[src/rtl/if_id_queue_pkg.sv]
// Shared types and constants for the fetch/decode decoupling queue.
package if_id_queue_pkg;

  localparam logic [31:0] NOOP_INST = 32'h0000_0013;

  typedef struct packed {
    logic [31:0] pc;
    logic [31:0] npc;
    logic [31:0] ir;
    logic [3:0]  fwd;
  } if_id_entry_t;

endpackage

[src/rtl/if_id_fifo_mem.sv]
// DEPTH-entry bundle storage: one synchronous write port, one async read port.
module if_id_fifo_mem
  import if_id_queue_pkg::*;
#(
  parameter int DEPTH = 2,
  localparam int AW = $clog2(DEPTH)
) (
  input  logic         clk,
  input  logic         we_i,
  input  logic [AW-1:0] waddr_i,
  input  if_id_entry_t wdata_i,
  input  logic [AW-1:0] raddr_i,
  output if_id_entry_t rdata_o
);

  if_id_entry_t mem_q [DEPTH];

  // Contents need no reset: the queue never presents a slot it has not written.
  always_ff @(posedge clk) begin
    if (we_i) mem_q[waddr_i] <= wdata_i;
  end

  assign rdata_o = mem_q[raddr_i];

endmodule

[src/rtl/if_id_queue.sv]
// Fetch->decode decoupling FIFO with flush. Optional zero-latency path when
// the queue is empty is enabled by defining IF_ID_BYPASS_EN.
module if_id_queue
  import if_id_queue_pkg::*;
#(
  parameter int DEPTH = 2,
  localparam int AW = $clog2(DEPTH),
  localparam int CW = AW + 1
) (
  input  logic          clk,
  input  logic          rst,
  input  logic [31:0]   if_PC_in,
  input  logic [31:0]   if_NPC_in,
  input  logic [31:0]   if_IR_in,
  input  logic          if_valid_in,
  input  logic [3:0]    if_forward_in,
  input  logic          id_stall,
  input  logic          flush,
  output logic          if_ready,
  output logic [31:0]   id_PC_out,
  output logic [31:0]   id_NPC_out,
  output logic [31:0]   id_IR_out,
  output logic          id_valid_out,
  output logic [3:0]    id_forward_out,
  output logic [CW-1:0] occupancy
);

  logic [AW-1:0] wr_ptr_q, wr_ptr_d, rd_ptr_q, rd_ptr_d;
  logic [CW-1:0] count_q, count_d;
  logic [31:0]   held_pc_q, held_npc_q;
  if_id_entry_t  wr_entry, rd_entry, head;
  logic          empty, full, byp, enq, deq;

  assign wr_entry = '{pc: if_PC_in, npc: if_NPC_in, ir: if_IR_in, fwd: if_forward_in};
  assign empty    = (count_q == '0);
  assign full     = (count_q == CW'(DEPTH));
  assign if_ready = ~full;

`ifdef IF_ID_BYPASS_EN
  assign byp = empty & if_valid_in & ~flush;
`else
  assign byp = 1'b0;
`endif

  // A bypassed bundle that decode takes immediately is never stored.
  assign enq = if_valid_in & if_ready & ~flush & ~(byp & ~id_stall);
  assign deq = ~empty & ~id_stall & ~flush;

  if_id_fifo_mem #(.DEPTH(DEPTH)) u_mem (
    .clk     (clk),
    .we_i    (enq),
    .waddr_i (wr_ptr_q),
    .wdata_i (wr_entry),
    .raddr_i (rd_ptr_q),
    .rdata_o (rd_entry)
  );

  assign head           = byp ? wr_entry : rd_entry;
  assign id_valid_out   = ~empty | byp;
  assign id_IR_out      = id_valid_out ? head.ir  : NOOP_INST;
  assign id_forward_out = id_valid_out ? head.fwd : 4'h0;
  assign id_PC_out      = id_valid_out ? head.pc  : held_pc_q;
  assign id_NPC_out     = id_valid_out ? head.npc : held_npc_q;
  assign occupancy      = count_q;

  always_comb begin
    wr_ptr_d = wr_ptr_q;
    rd_ptr_d = rd_ptr_q;
    count_d  = count_q;
    if (flush) begin
      wr_ptr_d = '0;
      rd_ptr_d = '0;
      count_d  = '0;
    end else begin
      if (enq) wr_ptr_d = wr_ptr_q + AW'(1);
      if (deq) rd_ptr_d = rd_ptr_q + AW'(1);
      if (enq && !deq)      count_d = count_q + CW'(1);
      else if (deq && !enq) count_d = count_q - CW'(1);
    end
  end

  always_ff @(posedge clk) begin
    if (rst) begin
      wr_ptr_q   <= '0;
      rd_ptr_q   <= '0;
      count_q    <= '0;
      held_pc_q  <= '0;
      held_npc_q <= '0;
    end else begin
      wr_ptr_q <= wr_ptr_d;
      rd_ptr_q <= rd_ptr_d;
      count_q  <= count_d;
      // Remember the last presented head so PC/NPC stay stable once drained.
      if (id_valid_out) begin
        held_pc_q  <= head.pc;
        held_npc_q <= head.npc;
      end
    end
  end

endmodule

[config.mk]
export PLATFORM = sky130hd
export DESIGN_NAME = if_id_queue
export DESIGN_NICKNAME = d
export VERILOG_FILES = /design/src/rtl/if_id_queue_pkg.sv /design/src/rtl/if_id_fifo_mem.sv /design/src/rtl/if_id_queue.sv
export SDC_FILE = /design/constraint.sdc
export NUM_CORES = 1
export LEC_CHECK = 0
export ABC_AREA = 1
export CAP_MARGIN = 20
export CORE_UTILIZATION = 45
export DETAILED_ROUTE_END_ITERATION = 7
export GPL_TIMING_DRIVEN = 0
export PLACE_DENSITY = 0.72
export SLEW_MARGIN = 20
export SYNTH_ARGS = -nofsm -noshare
export SYNTH_HDL_FRONTEND = slang
export SYNTH_SLANG_ARGS = --single-unit
[constraint.sdc]
create_clock -name clk -period 21.3 [get_ports clk]
set_clock_uncertainty 0.2 [all_clocks]
set_input_delay 6.39 -clock clk [delete_from_list [all_inputs] [get_ports clk]]
set_output_delay 6.39 -clock clk [all_outputs]
set_load 0.02 [all_outputs]
### Word level (Yosys, flattened, before mapping)

Memories as Yosys holds them, arrays and structs flattened. A register that Yosys moved wholly into a read port is not among the register bits.
Cells that the tools add are included.

| operators by class | value |
|---|---|
| add/subtract/negate cells | 4 |
| multiply operators | 0 |
| div/mod/pow operators | 0 |
| $lt $le $gt $ge | 0 |
| equal/unequal tests | 1 |
| shift operators | 0 |
| mux-type cells | 10 |
| bitwise operators | 8 |
| reductions and logical operators | 7 |

Operators with widths:

| kind | count |
|---|---|
| $mux 32 | 3 |
| $and 1x1->1 | 4 |
| $mux 1 | 4 |
| $mux 2 | 2 |
| $mux 4 | 1 |
| $not 1->1 | 4 |
| $add 1x1->1 const B | 2 |
| $add 2x1->2 const B | 1 |
| $eq 2x2->1 const B | 1 |
| $logic_and 1x1->1 | 2 |
| $logic_not 1->1 | 2 |
| $logic_not 2->1 | 1 |
| $reduce_bool 2->1 | 1 |
| $reduce_or 2->1 | 1 |
| $sub 2x1->2 const B | 1 |

| word-level totals | value |
|---|---|
| bits in registers | 68 |
| latch bits | 0 |
| RAM bits | 200 |
| ROM bits | 0 |
| bits of input ports | 105 |
| output and inout port bits | 104 |
| logic and storage cells | 36 |
| memories kept | 1 |

Memory list:

| name | words | width | read ports | clocked after Yosys merged registers in | wr ports | RTL line | source |
|---|---|---|---|---|---|---|---|
| u_mem.mem_q | 2 | 100 | 1 | 1 | 1 | if_id_fifo_mem.sv:16 | `if_id_entry_t mem_q [DEPTH];` |

### Longest topological paths before layout

Gate-level depths: netlist (run 1).

| logic depth | value |
|---|---|
| word-level depth | 8 |
| depth in mapped cells | 11 |
| gate-level depth less buffers | 11 |

### Hierarchy

From an unflattened synthesis (run 1), not the netlist that was laid out.

| unflattened totals | value |
|---|---|
| cell total of the unflattened synthesis | 976 |
| area total of the unflattened synthesis | 10,602.7 um^2 |

By module, submodules not included:

| module | instances | cells an instance | area an instance (um^2) | seq. area each (um^2) |
|---|---|---|---|---|
| if_id_fifo_mem | 1 | 526 | 7,320.8 | 6,005.8 |
| if_id_queue | 1 | 450 | 3,281.9 | 1,361.3 |

### Least setup slack after synthesis (run 1)

No wires, ideal clock.

| timing path | value |
|---|---|
| kind | input -> register |
| from | in flush |
| to | mem u_mem.mem_q[0][0] (netlist name), enable pin |
| setup time | 0.560 ns |
| arrival time | 10.712 ns |
| required time | 20.540 ns |
| setup slack | 9.829 ns |
| stages | 3 |
| path buffers | 0 |
| cell sequence | inv_1 > nand3_1 > nor2_1 |

| between the ends | value |
|---|---|
| cells in the longest elaborated chain, start to end | 4 |

RTL lines:

| what | RTL line | source |
|---|---|---|
| from (decl) | if_id_queue.sv:18 | `input logic flush,` |
| $not 1->1 | if_id_queue.sv:46 | `assign enq = if_valid_in & if_ready & ~flush & ~(byp & ~id_stall);` |
| $and 1x1->1 | if_id_queue.sv:46 |  |
| $mux 1 | if_id_fifo_mem.sv:20 | `if (we_i) mem_q[waddr_i] <= wdata_i;` |
| $mux 1 (implied by the code) | if_id_fifo_mem.sv:20 |  |
| to (decl) | if_id_fifo_mem.sv:16 |  |

Every way passes these cells.

==> results.md, run 1 <==
- Global-route wire length before repair: 34100 um
- Nets: 1255
- Register area share after synthesis: about 74%
- Largest family of logic cells by synthesized area: simple AND/OR/NAND/NOR gates
- Critical path's largest stage delay: between 0.6 and 0.7 ns
- GRT overflow: 0
- Launch point of the worst reg-to-reg path: occupancy[0]
- Setup bufs post-CTS: 0
- Setup_tns: 0 ns
- CTS H-tree depth: 1
- R2R Setup Slk: 18.86 ns
- Io pins: 209
- CTS Root Cell: clkbuf_16
- Die Y-Extent: around 150 um
- Worst-case reg-to-reg path depth: 7
- Post-Syn Area: 9980 um2
- Worst-Skew Late Latency: around 0.52 ns
- Final hold viol count: 0
- Critical Path Fanout Max: 10
- CTS resizes: 0
- CTS tree: done
- Clock transition at path regs: roughly 0.060 ns
- Slew Viols, Final: 0
- CP Capture Type: output port
- Met3 usage: 4.43%
- Synth Area in Adders: less than 1%
- Full die area: approximately 23000 um2
- RSZ-0062 raised after global routing: no
- Synth Area in Compound Gates: 4.86%
- Mapped Nets: 1013
- N_diodes: 0
- Leakage power: approximately 5.2 nW
- Initial Util: a little under half
- WP data arrival: 2.54 ns
- ANT nets after route: 0
- Final wirelength: 22600 um
- Drt drc: 0
- Vias in the first global route: 6830
- Initial antenna violation count: 1
- PortBufs: approximately 210
- Startpoint class of the critical path: flip-flop
- Layout cells sized above 1: roughly 6.3%
- CTS Buf Count: 27
- Layer with the highest usage: met2
- Critical path depth: 5
- DP HPWL: around 15000 um
- Power per cell area: 87.6 nW/um2
- Setup Crit Path Kind: reg2out
- Drt pass-1 iters: 4
- Met1 usage: 23.8%
- Measured slew at the worst slew-check pin: 0.589 ns
- Area growth from synthesis to layout: 34.3%
- Largest delay share family, worst path: buffers and inverters
- Average size of a mapped cell: between 10 and 15 um2
- Commonest non-fill, non-tap cell in the layout: nand2_1
- DR vias/cell: 4.85
- Fmax: between 0.1 and 0.15 GHz
- Power Total: ~1.2 mW
- Largest net degree at the start of global routing: 67
- Max-cap violations: 0
- Yosys warns: 0
- Wirelength per Cell: roughly 16 um
- Clk sinks: about 270
- Tcrit/Tclk final: 42.9%
- Core Rows: 54
- VDD IR-drop max: 0.0000644 V
- Die width: between 150 and 200 um
- Critical-path cell list: buf_2 > buf_1 > nand2_1 > a21oi_1 > clkdlybuf4s50_1
- Final setup fails: 0
- Final Wtd Congestion: about 0.75
- HP Class: reg2reg
- Critical-path top delay cell: clkdlybuf4s50_1
- Grt met2 use: approximately a third
- Distinct cells, synth: 18
- Hold Buf Count CTS: 0
- GRT Total Usage: 19.6%
- Vias: around 7.0k
- Simple-gate share of the synthesized area: 18.4%
- Clock Path Buffers: 3
- Core box area: 21800 um2
- #FFs+latches synth: approximately 270
- Crit path buffers/inverters: 3
- Iter 0 DRT Violations: 257
- Synth Instances: 907
- Final Critical Period: 9.13 ns
- Mux contribution to synthesized area: 0%
- Most frequent cells in the layout: 463 x nand2_1, 208 x clkdlybuf4s50_1, 200 x edfxtp_1, 97 x a21oi_1, 69 x dfxtp_1
- Slew headroom: between 60% and 70%
- Post-Synth XOR/XNOR Area: 0.0878%
- Startpoint of the worst hold path: held_pc_q[9]
- Hold depth: 2
- Status: finished, final reports clean
- Worst EP required: between 10 and 15 ns
## Yosys cell counts
| master | count | share of area (%) |
|---|---|---|
| clkbuf_1 | 18 | 0.68 |
| nor2_1 | 9 | 0.34 |
| nand3_1 | 6 | 0.30 |
| xor2_1 | 1 | 0.088 |
| edfxtp_1 | 200 | 60 |
| nand2_1 | 463 | 17 |
| buf_6 | 1 | 0.11 |
| buf_4 | 1 | 0.075 |
| buf_2 | 23 | 1.2 |
| dfxtp_1 | 69 | 14 |
| ha_1 | 1 | 0.13 |
| nor2_4 | 1 | 0.11 |
| nand4_1 | 2 | 0.13 |
| a21oi_1 | 97 | 4.9 |
| inv_2 | 2 | 0.075 |
| nor3_1 | 2 | 0.10 |
| inv_1 | 9 | 0.34 |
| buf_1 | 2 | 0.075 |
## where the power goes
| part | switching (mW) | internal, mW | leakage (nW) |
|---|---|---|---|
| clock network | 0.189 | 0.271 | 0.424 |
| registers | 0.00444 | 0.582 | 2.39 |
| logic | 0.0698 | 0.0585 | 2.42 |
## per-stage QoR
step	util (%)	instances	hold slack (ns)	area, um2	setup slack [ns]
after global routing	61.6	1449	0.292	13400	12.02
after CTS	61.6	1449	0.274	13400	12.11
final	61.6	1449	0.272	13400	12.17
after floorplan	-	907	0.251	9980	9.83
after detailed placement	57.6	1400	0.264	12500	12.46
after global placement	57.1	1395	0.260	12400	6.69
## layout make-up
cell class              count  area [um2]
fillers                  1711        8360
flip-flops and latches    269        7390
multi-input cells         582        2350
repair buffers            213        2200
clock buffers              32         704
well taps                 280         350
plain buffers              45         209
clock inverters            17         155
inverters                  11        46.3
## flip-flops by register name, summed over array words and instances, names as in the netlist, named ones only
name / cells
held_npc_q: 32
wr_ptr_q: 1
u_mem.mem_q: 200
occupancy: 2
held_pc_q: 32
rd_ptr_q: 1
## path summary, 6_finish.rpt
kind	end
min reg2reg	held_pc_q[9]
max reg2reg	u_mem.mem_q[0][23]
min	held_pc_q[9]
max	id_IR_out[24]
## per-layer routing
metal,routed length (um),part of all wire [%]
met2,11300,50
met3,1650,7.3
met1,9240,41
met4,395,1.7
met5,12,0.053
## worst reg2reg max path, delay by kind of cell, from the launching register on
| kind | cells | cell delay, ns |
|---|---|---|
| flip-flops | 1 | 0.45 |
| buffers and inverters | 4 | 0.75 |
| AND/OR/NAND/NOR | 3 | 0.73 |
## cell families (layout without fill, tap and decap cells)
group,after synthesis,in the layout
flip-flops,269,269
AO/OA/AOI/OAI,97,97
AND/OR/NAND/NOR,483,483
buffers and inverters,56,318
XOR/XNOR,1,1
adder cells (fa/ha/maj),1,1
No activity file was read; power rests on OpenSTA's default activity.
==> inputs of run 2 (changes only) <==
- PLACE_DENSITY: 0.72 -> 0.75
- clock period: 21.3 -> 8 ns (I/O delays scaled with it)
==> run 2 against run 1 <==
Combinational power grew to 2.7 times the previous value. Cell area shrank 0.17%. Largest cell class unchanged. Final cell count is the same. First-iteration DRC count rose by 28%.
==> results.md, run 2 (synthesis gave the netlist of run 1 again) <==
- Final wirelength: 22500 um (-0.43%)
- GRT overflow: 0 (unchanged)
- CTS Root Cell: clkbuf_16
- CTS resizes: 0 (unchanged)
- Worst Hold End: held_npc_q[3]
- Slew Viols, Final: 0 (unchanged)
- Wirelength per Cell: 15.5 um (-0.43%)
- Final setup fails: 0 (unchanged)
- Layout cells sized above 1: 6.33% (unchanged)
- N_diodes: 0 (unchanged)
- Top Registers: u_mem.mem_q (200), held_npc_q (32), held_pc_q (32)
- Startpoint class of the critical path: flip-flop
- ANT nets after route: 0 (unchanged)
- Final Cell Area: 13400 um2 (-0.17%)
- CTS H-tree depth: 1 (unchanged)
- Final Critical Period: 5.15 ns
- Nets: 1255 (unchanged)
- Clock Path Buffers: 3 (unchanged)
- Critical Path Fanout Max: 10 (unchanged)
- HP Class: reg2reg
- DR vias/cell: 4.82 (-0.51%)
- Setup Crit Path Kind: reg2out
- Reg with most FFs: u_mem.mem_q
- Most frequent cells in the layout: 463 x nand2_1, 208 x clkdlybuf4s50_1, 200 x edfxtp_1, 97 x a21oi_1, 69 x dfxtp_1
- Max-cap violations: 0 (unchanged)
- Fmax: 0.194 GHz
- Power per cell area: 231 nW/um2 (+160%)
- Leakage power: 5.21 nW (-0.57%)
- Launch point of the worst reg-to-reg path: occupancy[0]
- Hold_ws: 0.271 ns (-0.00120 ns)
- WP data arrival: 2.55 ns (about the same)
- Worst-case reg-to-reg path depth: 5 (-2)
- Worst EP required: 5.40 ns (-9.31 ns)
- Startpoint of the worst hold path: held_npc_q[3]
- Final Wtd Congestion: 0.745 (-1.0%)
- Initial antenna violation count: 1 (unchanged)
- Core box area: 21800 um2 (unchanged)
- CTS tree: done
- Hold depth: 2 (unchanged)
- Hold Buf Count CTS: 0 (unchanged)
- Worst-Skew Late Latency: 0.52 ns (about the same)
- Full die area: 22800 um2 (unchanged)
- PortBufs: 208 (unchanged)
- Largest net degree at the start of global routing: 68 (+1.5%)
- Die width: 151 um (unchanged)
- Io pins: 209 (unchanged)
- Area growth from synthesis to layout: 34.0%
- Vias: 6989 (-0.51%)
- Clk sinks: 269 (unchanged)
- CP Capture Type: output port
- Setup bufs post-CTS: 0 (unchanged)
- Clock transition at path regs: 0.06 ns (about the same)
- Final hold viol count: 0 (unchanged)
- Vias in the first global route: 6605 (-3.3%)
- VDD IR-drop max: 0.000181 V (+180%)
- GRT Total Usage: 19.5% (-0.088 points)
- DP HPWL: 14900 um (+0.67%)
- Placed Instance Area: 12500 um2 (unchanged)
- Drt pass-1 iters: 5 (+1)
- FF-to-FF End: u_mem.mem_q[1][27]
- Die Y-Extent: 151 um (unchanged)
- Slew headroom: 61.4% (+0.68 points)
- Drt drc: 0 (unchanged)
- Status: finished, final reports clean
- Core Rows: 54 (unchanged)
- Fillcell total: 1744 (+1.9%)
- Initial Util: 45.9% (unchanged)
- Global-route wire length before repair: 33800 um (-1.0%)
- Commonest non-fill, non-tap cell in the layout: nand2_1
- RSZ-0062 raised after global routing: no
- Final core occ: 61.5% (-0.10 points)
- Measured slew at the worst slew-check pin: 0.579 ns (-0.0101 ns)
- Tcrit/Tclk final: 64.4%
- CTS Buf Count: 27 (unchanged)
- R2R Setup Slk: 5.83 ns (-13.03 ns)
- Iter 0 DRT Violations: 328 (+28%)
- Largest register FFs: 200 (unchanged)
-- run 2: cell types whose count changed in the layout (fill, tap and decap cells not counted) --
cell	change
clkinv_1	-3
clkinvlp_4	+4
clkbuf_1	+3
bufinv_16	-2
clkinv_2	-4
clkbuf_8	+2
-- run 2: worst max path at each step --
| stage | to | startpoint | slack, ns | cells past startpoint |
|---|---|---|---|---|
| 3_5_place_dp | id_PC_out[23] | flip-flop | 3.37 | 7 |
| 3_3_place_gp | u_mem.mem_q[0][32] | flush | -2.58 | 4 |
| 6_report | id_IR_out[26] | flip-flop | 2.85 | 5 |
| 2_1_floorplan | u_mem.mem_q[0][0] | flush | 0.52 | 3 |
| 5_1_grt | id_PC_out[14] | flip-flop | 2.66 | 7 |
| 4_1_cts | id_IR_out[26] | flip-flop | 2.78 | 5 |
-- run 2: critical path, cell delays in order, from the launching register on --
cell and delay [ns]:
dfxtp_1 0.33, buf_2 0.29, buf_1 0.40, nand2_1 0.11, a21oi_1 0.25, clkdlybuf4s50_1 0.65
-- run 2: area by class of cell --
class,instances,area [um2],area share (%)
sequential,269,7390,55.2
multi-input combinational,582,2350,17.6
timing repair buffer,213,2200,16.4
clock buffer,37,743,5.56
tap,280,350,2.62
buffer,45,209,1.56
clock inverter,12,93.8,0.702
inverter,11,46.3,0.346
-- run 2: power by group --
part / total, mW / internal, mW / switching (mW)
Combinational: 0.341 / 0.156 / 0.185
Clock: 1.18 / 0.681 / 0.503
Sequential: 1.56 / 1.55 / 0.0121
-- run 2: routing by layer --
layer	wire length (um)	vias up	global-route usage, %
met5	0	-	0
met4	369	0	5.20
met3	1810	33	5.15
met2	11200	222	34.2
met1	9080	3217	23.7
li1	-	3517	-
-- run 2: through the flow --
step	setup slack, ns	cells	TNS, ns	power, mW
6_report	2.85	1449	0	3.09
5_1_grt	2.66	1449	0	3.20
4_1_cts	2.78	1449	0	3.11
3_5_place_dp	3.37	1400	0	1.94
3_3_place_gp	-2.58	1395	-257.30	1.93
2_1_floorplan	0.519	907	0	1.75
==> inputs of run 3 (changes only) <==
- clock period: 8 -> 4.6 ns (I/O delays scaled with it)
==> run 3 against run 2 <==
Cell area about the same. Utilization about the same. Die area unchanged. Combinational power increased by 74%. Setup slack worse by 2.4 ns. Total power rose by 74%. Clock-buffer cell count up 8. Via count shrank 0.16%.
==> results.md, run 3 (synthesis gave the netlist of run 1 again) <==
- Setup bufs post-CTS: 0 (unchanged)
- Die Y-Extent: 151 um (unchanged)
- Startpoint class of the critical path: flip-flop
- Clk sinks: 269 (unchanged)
- Measured slew at the worst slew-check pin: 0.694 ns (+0.115 ns)
- CTS resizes: 0 (unchanged)
- DP HPWL: 15000 um (+0.53%)
- FF-to-FF End: u_mem.mem_q[0][12]
- Leakage power: 5.23 nW (+0.40%)
- Status: finished, final reports clean
- PortBufs: 208 (unchanged)
- Die width: 151 um (unchanged)
- CP Capture Type: output port
- Final hold viol count: 0 (unchanged)
- HP Class: reg2reg
- Critical Path Fanout Max: 10 (unchanged)
- Worst Hold End: held_pc_q[10]
- Fillcell total: 1694 (-2.9%)
- R2R Setup Slk: 2.29 ns (-3.54 ns)
- Clock group share of total power: 38.3% (about the same)
- CTS Root Cell: clkbuf_16
- Fmax: between 0.2 and 0.25 GHz
- Nets: 1255 (unchanged)
- ANT nets after route: 0 (unchanged)
- Clock Path Buffers: 3 (unchanged)
- Layout cells sized above 1: 6.15% (-0.18 points)
- Max-cap violations: 0 (unchanged)
- Combinational power share: 11.1% (about the same)
- Commonest non-fill, non-tap cell in the layout: nand2_1
- Launch point of the worst reg-to-reg path: occupancy[0]
- Drt pass-1 iters: 5 (unchanged)
- Placed Instance Area: 12500 um2 (about the same)
- Top Registers: u_mem.mem_q (200), held_npc_q (32), held_pc_q (32)
- Core box area: 21800 um2 (unchanged)
- Most frequent cells in the layout: 463 x nand2_1, 208 x clkdlybuf4s50_1, 200 x edfxtp_1, 97 x a21oi_1, 69 x dfxtp_1
- Vias in the first global route: 6836 (+3.5%)
- CTS Buf Count: 27 (unchanged)
- Net load switching power: 1.20 mW (+71%)
- Area growth from synthesis to layout: 34.1% (about the same)
- Largest net degree at the start of global routing: 60 (-12%)
- WP data arrival: 2.57 ns (+0.02 ns)
- Tcrit/Tclk final: around 90%
- Int Pwr: 4.16 mW (+74%)
- Initial Util: 45.9% (unchanged)
- Final setup fails: 0 (unchanged)
- Largest register FFs: 200 (unchanged)
- Final Critical Period: between 4 and 5 ns
- Worst EP required: 3.02 ns (-2.38 ns)
- Setup Crit Path Kind: reg2out
- Power Total: 5.36 mW (+74%)
- Power per cell area: 401 nW/um2 (+74%)
- Hold depth: 2 (unchanged)
- Iter 0 DRT Violations: 333 (+1.5%)
- Final wirelength: 22600 um (+0.64%)
- Final WS setup: 0.453 ns (-2.40 ns)
- Reg with most FFs: u_mem.mem_q
- Slew Viols, Final: 0 (unchanged)
- CTS tree: done
- GRT overflow: 0 (unchanged)
- Drt drc: 0 (unchanged)
- Worst-Skew Late Latency: 0.53 ns (about the same)
- Slew headroom: 53.6% (-7.8 points)
- VDD IR-drop max: 0.000318 V (+76%)
- Hold Buf Count CTS: 0 (unchanged)
- Vias: 6978 (-0.16%)
- N_diodes: 0 (unchanged)
- DR vias/cell: 4.81 (-0.23%)
- Final Cell Area: 13400 um2 (about the same)
- Setup_tns: 0 ns (unchanged)
- Startpoint of the worst hold path: held_pc_q[10]
- Final Wtd Congestion: 0.750 (+0.68%)
- Full die area: 22800 um2 (unchanged)
- Wirelength per Cell: 15.6 um (+0.57%)
- Pre-CTS setup slack: 0.928 ns (-2.45 ns)
- Initial antenna violation count: 0 (-1)
- RSZ-0062 raised after global routing: no
- GRT Total Usage: 19.8% (+0.30 points)
- Global-route wire length before repair: 34400 um (+1.9%)
- Sequential Power Share: 50.7% (about the same)
- Hold_ws: 0.270 ns (-0.000539 ns)
- CTS H-tree depth: 1 (unchanged)
- Clock transition at path regs: 0.06 ns (about the same)
- Worst-case reg-to-reg path depth: 6 (+1)
- Core Rows: 54 (unchanged)
- Io pins: 209 (unchanged)
- Switching Share: 22.4% (-0.33 points)
[run 3: cell types whose count changed in the layout (fill, tap and decap cells not counted)]
| cell | change |
|---|---|
| clkinvlp_4 | -5 |
| clkbuf_1 | +4 |
| clkbuf_8 | +4 |
| buf_12 | -1 |
| buf_16 | +1 |
| bufinv_16 | -1 |
| clkinv_1 | -1 |
| clkinv_2 | -1 |
| inv_6 | +1 |
[run 3: final cells by class]
| cell class | instances | area [um2] | area share [%] |
|---|---|---|---|
| multi-input cells | 582 | 2350 | 17.6 |
| flip-flops and latches | 269 | 7390 | 55.2 |
| well taps | 280 | 350 | 2.62 |
| clock buffers | 45 | 813 | 6.08 |
| repair buffers | 213 | 2200 | 16.5 |
| plain buffers | 45 | 209 | 1.56 |
| clock inverters | 5 | 26.3 | 0.196 |
| inverters | 11 | 46.3 | 0.346 |
[run 3: worst max-delay path by stage]
| stage | from | to | slack (ns) | cells past startpoint |
|---|---|---|---|---|
| 2_1_floorplan | flush | u_mem.mem_q[1][0] | 0.45 | 3 |
| 3_3_place_gp | flush | u_mem.mem_q[1][12] | -1.26 | 4 |
| 3_5_place_dp | flush | u_mem.mem_q[0][12] | 0.93 | 6 |
| 4_1_cts | flip-flop | id_IR_out[25] | 0.38 | 5 |
| 5_1_grt | flip-flop | id_IR_out[25] | 0.32 | 5 |
| 6_report | flip-flop | id_IR_out[25] | 0.45 | 5 |
[run 3: critical path: stages, from the launching register on]
cell and delay [ns]:
dfxtp_1 0.33, buf_2 0.29, buf_1 0.40, nand2_1 0.10, a21oi_1 0.26, clkdlybuf4s50_1 0.66
[run 3: power groups by stage]
stage	combinational (mW)	clock (mW)	sequential, mW
global route	0.644	2.19	2.72
finish	0.594	2.05	2.72
CTS	0.601	2.09	2.72
floorplan	0.273	0	2.77
detailed placement	0.597	0	2.77
global placement	0.575	0	2.77
[run 3: stage by stage]
step,instances,util [%]
CTS,1450,61.5
global route,1450,61.5
detailed placement,1400,57.7
floorplan,907,-
finish,1450,61.5
global placement,1395,57.1
[run 3: metal layers]
metal | track usage [%] | share of wire [%] | vias up
li1 | - | - | 3515
met1 | 24.1 | 40 | 3217
met2 | 34.6 | 50 | 210
met3 | 5.18 | 7.5 | 36
met4 | 5.55 | 2.2 | 0
met5 | 0 | 0 | -
